==> config.mk <==
export PLATFORM = sky130hd
export DESIGN_NAME = second_layer_rospine
export DESIGN_NICKNAME = d
export VERILOG_FILES = /design/src/rtl/second_layer_rospine.sv
export SDC_FILE = /design/constraint.sdc
export NUM_CORES = 1
export LEC_CHECK = 0
export ABC_AREA = 1
export CORE_ASPECT_RATIO = 1.1
export CORE_MARGIN = 2
export CORE_UTILIZATION = 53
export DETAILED_ROUTE_END_ITERATION = 8
export PLACE_DENSITY_LB_ADDON = 0.2
export SLEW_MARGIN = 40
export SYNTH_ARGS = -nofsm -noshare
export SYNTH_HDL_FRONTEND = slang
export SYNTH_SLANG_ARGS = --single-unit
==> constraint.sdc <==
create_clock -name clk -period 3.2 [get_ports clk]
set_clock_uncertainty 0.15 [all_clocks]
set_input_delay 0.48 -clock clk [delete_from_list [all_inputs] [get_ports clk]]
set_output_delay 0.48 -clock clk [all_outputs]
set_load 0.03 [all_outputs]
==> src/rtl/second_layer_rospine.sv <==
// second_layer_rospine: sequential XNOR-popcount output layer, argmax over CLASS_CNT weight rows; done CLASS_CNT edges after in_valid.
// No backpressure: result holds in DONE until in_valid drops. Define SECOND_LAYER_SCORE_EN to expose best_score.
module second_layer_rospine #(
  parameter int HIDDEN_CNT = 4,
  parameter int CLASS_CNT  = 3,
  parameter logic [CLASS_CNT*HIDDEN_CNT-1:0] Weights = '0,
  localparam int SW = $clog2(HIDDEN_CNT + 1),
  localparam int CW = $clog2(CLASS_CNT)
) (
  input  logic                  clk,
  input  logic                  rst_n,
  input  logic                  in_valid,
  input  logic [HIDDEN_CNT-1:0] hidden,
  output logic [CW-1:0]         class_out,
  output logic                  done
`ifdef SECOND_LAYER_SCORE_EN
  , output logic [SW-1:0]       best_score
`endif
);

  typedef enum logic [1:0] {IDLE, BUSY, DONE} state_t;

  state_t                state_q, state_d;
  logic [CW-1:0]         cnt_q, cnt_d;
  logic [CW-1:0]         best_idx_q, best_idx_d;
  logic [CW-1:0]         class_q, class_d;
  logic [SW-1:0]         best_score_q, best_score_d;
  logic [HIDDEN_CNT-1:0] hid_q, hid_d;
  logic                  done_q, done_d;
  logic [HIDDEN_CNT-1:0] row;
  logic [SW-1:0]         score;

  always_comb begin
    // Constant-index row mux keeps every select in range for any cnt value.
    row = '0;
    for (int c = 0; c < CLASS_CNT; c++) begin
      if (cnt_q == CW'(c)) row = Weights[c*HIDDEN_CNT +: HIDDEN_CNT];
    end
    score = '0;
    for (int i = 0; i < HIDDEN_CNT; i++) begin
      score = score + SW'(~(hid_q[i] ^ row[i]));
    end
  end

  always_comb begin
    state_d      = state_q;
    cnt_d        = cnt_q;
    best_idx_d   = best_idx_q;
    best_score_d = best_score_q;
    hid_d        = hid_q;
    class_d      = class_q;
    done_d       = done_q;
    case (state_q)
      IDLE: begin
        if (in_valid) begin
          hid_d        = hidden;
          cnt_d        = '0;
          best_score_d = '0;
          best_idx_d   = '0;
          state_d      = BUSY;
        end
      end
      BUSY: begin
        // Strict '>' keeps the lowest class index on ties.
        if (cnt_q == '0 || score > best_score_q) begin
          best_score_d = score;
          best_idx_d   = cnt_q;
        end
        if (cnt_q == CW'(CLASS_CNT - 1)) begin
          state_d = DONE;
          done_d  = 1'b1;
          class_d = best_idx_d;
        end else begin
          cnt_d = cnt_q + CW'(1);
        end
      end
      DONE: begin
        if (!in_valid) begin
          state_d = IDLE;
          done_d  = 1'b0;
        end
      end
      default: state_d = IDLE;
    endcase
  end

  always_ff @(posedge clk or negedge rst_n) begin
    if (!rst_n) begin
      state_q      <= IDLE;
      cnt_q        <= '0;
      best_idx_q   <= '0;
      best_score_q <= '0;
      hid_q        <= '0;
      class_q      <= '0;
      done_q       <= 1'b0;
    end else begin
      state_q      <= state_d;
      cnt_q        <= cnt_d;
      best_idx_q   <= best_idx_d;
      best_score_q <= best_score_d;
      hid_q        <= hid_d;
      class_q      <= class_d;
      done_q       <= done_d;
    end
  end

  assign class_out = class_q;
  assign done      = done_q;
`ifdef SECOND_LAYER_SCORE_EN
  assign best_score = best_score_q;
`endif

endmodule
Word level (Yosys, flattened, before mapping)
Index checks and enable logic that the tools add are counted.
{"block": "word_totals", "latch_bits": 0, "mem_count": 0, "ff_bits": 16, "mem_bits_ro": 0, "mem_bits_rw": 0}
{"block": "op_classes", "div": 0, "eq_ne": 8, "n_reduce_logical": 12, "n_lt_le_gt_ge": 1, "addsub": 4, "n_bitwise": 4, "mux": 15, "mul": 0, "shifts": 0}
{"op": "$mux 2", "count": 6}
{"op": "$not 1->3", "count": 4}
{"op": "$reduce_and 3->1", "count": 4}
{"op": "$ne 2x2->1 const B", "count": 5}
{"op": "$add 3x3->3", "count": 3}
{"op": "$pmux 2 s2", "count": 2}
{"op": "$mux 3", "count": 2}
{"op": "$pmux 2 s3", "count": 1}
{"op": "$pmux 3 s2", "count": 1}
{"op": "$reduce_and 2->1", "count": 3}
{"op": "$eq 2x2->1 const B", "count": 2}
{"op": "$logic_not 2->1", "count": 2}
{"op": "$reduce_bool 2->1", "count": 2}
{"op": "$gt 3x3->1", "count": 1}
{"op": "$add 2x1->2 const B", "count": 1}
{"op": "$eq 2x1->1 const B", "count": 1}
{"op": "$mux 1", "count": 2}
{"op": "$pmux 1 s2", "count": 1}
{"op": "$logic_or 1x1->1", "count": 1}

Logic depth before layout (Yosys ltp)
{"block": "logic_depth", "word_depth": 8, "ltp_mapped": 13}

Least setup slack after synthesis
Ideal clock, no wire load.
{"block": "synth_path", "kind": "register to register", "from": "register hid_q[1]", "to": "register best_idx_q[0]", "synth_period_minus_slack_ns": 2.311, "stages_incl_launch_ff": 13, "arrival_time_ns": 2.043, "required_ns": 2.933, "path_buffers": 0, "setup_slack_ns": 0.889, "path_cell_list": "dfrtp_1 > inv_1 > fa_1 > ha_1 > ha_1 > ha_1 > nand3_1 > nand2_1 > nand2_2 > nand2_2 > nand2_1 > nand3_1 > nand2_1"}
{"block": "synth_via", "elab_chain_len": 8}
{"item": "start: declaration", "line_no": "28", "source": "logic [HIDDEN_CNT-1:0] hid_q, hid_d;"}
{"item": "start signal: assignment", "line_no": "101", "source": "hid_q <= hid_d;"}
{"item": "$not 1->3", "line_no": "41", "source": "score = score + SW'(~(hid_q[i] ^ row[i]));"}
{"item": "$add 3x3->3 (3 in series)", "line_no": "41"}
{"item": "$gt 3x3->1", "line_no": "65", "source": "if (cnt_q == '0 || score > best_score_q) begin"}
{"item": "$logic_or 1x1->1", "line_no": "65"}
{"item": "$mux 2", "line_no": "65"}
{"item": "$pmux 2 s2", "line_no": "53", "source": "case (state_q)"}
{"item": "end signal: assignment", "line_no": "99", "source": "best_idx_q <= best_idx_d;"}
{"item": "end: declaration", "line_no": "25", "source": "logic [CW-1:0] best_idx_q, best_idx_d;"}
No other way between the ends.
A chain may end at the register's enable or synchronous reset.

Final worst setup path
Same ends and word-level chain as after synthesis.

==> metrics <==
DIE WIDTH between 40 and 50 um; Root Driver clkbuf_4; die footprint 1929 sq um; Clk pin slew, worst setup/hold paths ~0.10 ns; # port buffers 9; Mapped Area between 800 and 900 sq um; initial antenna violation count 0; routability cong. between 0.7 and 0.8; Distinct cells, synth 13; Final Critical Period about 2.5 ns; first-pass GRT wire length around 2400 um; post-synthesis sequential area ratio 0.4741; CORE AREA 1539 sq um; Rows 15; CTS resizes 0; maxcap violations 0; post-route ant nets 0; Area growth syn-to-layout 17.48%; GR Layer Usage met2 0.3063; Worst Hold End best_score_q[0]; clk_lat worst skew around 0.28 ns; num ports 10; clk sinks 16; Reg-to-Reg Start hid_q[1]; CTS tree built; GRT Util Overall 0.1617; Hold Path Class flop to flop; aggregate routed wire length roughly 1500 um; vias per cell 5.141; CP Max Fanout 5; NumNets Final about 130; CTS buffer count 3; syn avg cell area between 8 and 9 sq um; final hold violation count 0; Final Cycle Share 0.7720; reg2reg end best_idx_q[0]; setup TNS 0 ns; worst hold margin 0.3383 ns; vias 658; kind of end point of the critical path flop; element type at the critical path start flop; reg-to-reg slack, setup 0.73 ns; share of layout cells above drive strength 1 0.1441; RSZ-0062 raised after global routing false; final slew viol count 0; Min-Delay Path Depth 2; Ys Warns 0; syn_nets between 100 and 150; wire per inst 11.34 um; # Post-CTS Setup Buffers 0; Die Y between 40 and 50 um; FFs w/ async S/R, synth 1.000; final setup vio count 0; HP Start best_score_q[0]; H-tree Lvls 1; Slew @ Worst Pin 0.6977 ns; Max Freq about 0.40 GHz; Non-Filler Instances 128; cts hold-fix bufs 0; dominant synthesized flop cell dfrtp_1; DR pass1 iterations 4; status finished, final reports clean; Ant. Diodes 0; GR Overflow Total 0; DRT iter0 DRCs 20; met1 Usage GRT 0.1866; pin count of the biggest net entering global routing 17; Post-Place Cells ~120; Post-synth EDFFs 0; Max Root-Sink Buffers 2; Slew HR 0.5334; GRT met3 Usage 0.02778; Synth Instances slightly below 100; Reg2Reg Depth 12; # DRC 0; most used routing layer met2; Worst EP required 3.24 ns; hpwl dp approximately 1100 um; vias in the first global route 608; critical path class flop to flop; Synth Register Bits 16; initial core utilization 0.5488; Critical Path AT 2.51 ns
[worst max-delay path by stage]
stage,slack [ns],cells past startpoint,start,endpoint
finish,0.73,12,hid_q[1],best_idx_q[0]
global route,0.58,12,hid_q[1],best_idx_q[1]
CTS,0.72,12,hid_q[1],best_idx_q[0]
floorplan,0.89,12,hid_q[1],best_idx_q[0]
global placement,0.79,12,hid_q[1],best_idx_q[0]
detailed placement,0.73,12,hid_q[1],best_idx_q[0]
[cells by family after synthesis]
kind of cell / after synthesis / synth area share
and+or+nand+nor: 48 / 0.2519
adders and majority gates: 8 / 0.1274
DFF: 16 / 0.4741
buffers and inverters: 17 / 0.07702
AOI/OAI and AO/OA: 9 / 0.06963
[stage by stage]
stage	utilization	setup slack (ns)	area [sq um]
2_1_floorplan	-	0.8891	844.6
4_1_cts	0.6447	0.7195	992.2
3_5_place_dp	0.6211	0.7304	955.9
5_1_grt	0.6447	0.5793	992.2
6_report	0.6447	0.7298	992.2
3_3_place_gp	0.6211	0.7918	955.9
[final cells by class]
class	count	area (sq um)
Fill cell	136	546.8
Multi-Input combinational cell	65	379.1
Sequential cell	16	400.4
Timing Repair Buffer	9	90.09
Inverter	17	65.06
Tap cell	17	21.27
Clock buffer	4	36.28
[worst max-delay path: stages (launching register included)]
cell and delay, ns:
dfrtp_1 0.37, inv_1 0.10, fa_1 0.43, ha_1 0.20, ha_1 0.29, ha_1 0.30, nand3_1 0.08, nand2_1 0.08
nand2_2 0.07, nand2_2 0.10, nand2_1 0.08, nand3_1 0.09, nand2_1 0.05
[cells in the mapped netlist, types with 3 or more instances]
library cell,number,share of area
inv_1,15,0.067
nand2_2,7,0.052
dfrtp_1,16,0.47
o21ai_2,3,0.031
nand2_1,22,0.098
nor2_1,7,0.031
a21oi_1,5,0.030
nand3_1,12,0.071
ha_1,7,0.10
[cells in the final DEF, fill, tap and decap left out, drive strengths merged]
cell type      Yosys  layout
a21oi              5       5
clkbuf             0       4
clkdlybuf4s50      0       9
clkinv             1       1
dfrtp             16      16
fa                 1       1
ha                 7       7
inv               16      16
nand2             29      29
nand3             12      12
nor2               7       7
o21ai              3       3
o31ai              1       1
[sequential cells by signal (all words and copies together), names as in the netlist]
signal	flops
hid_q	4
best_score_q	3
best_idx_q	2
class_out	2
cnt_q	2
state_q	2
done	1
[layer usage]
layer,wire length [um],part of all wire
met4,14,0.0096
met2,741,0.51
met3,41,0.028
met5,0,0
met1,654,0.45
Power is left out: the tool's default activity adds up to more than one toggle a clock period on the data nets, which glitch-free logic cannot reach.
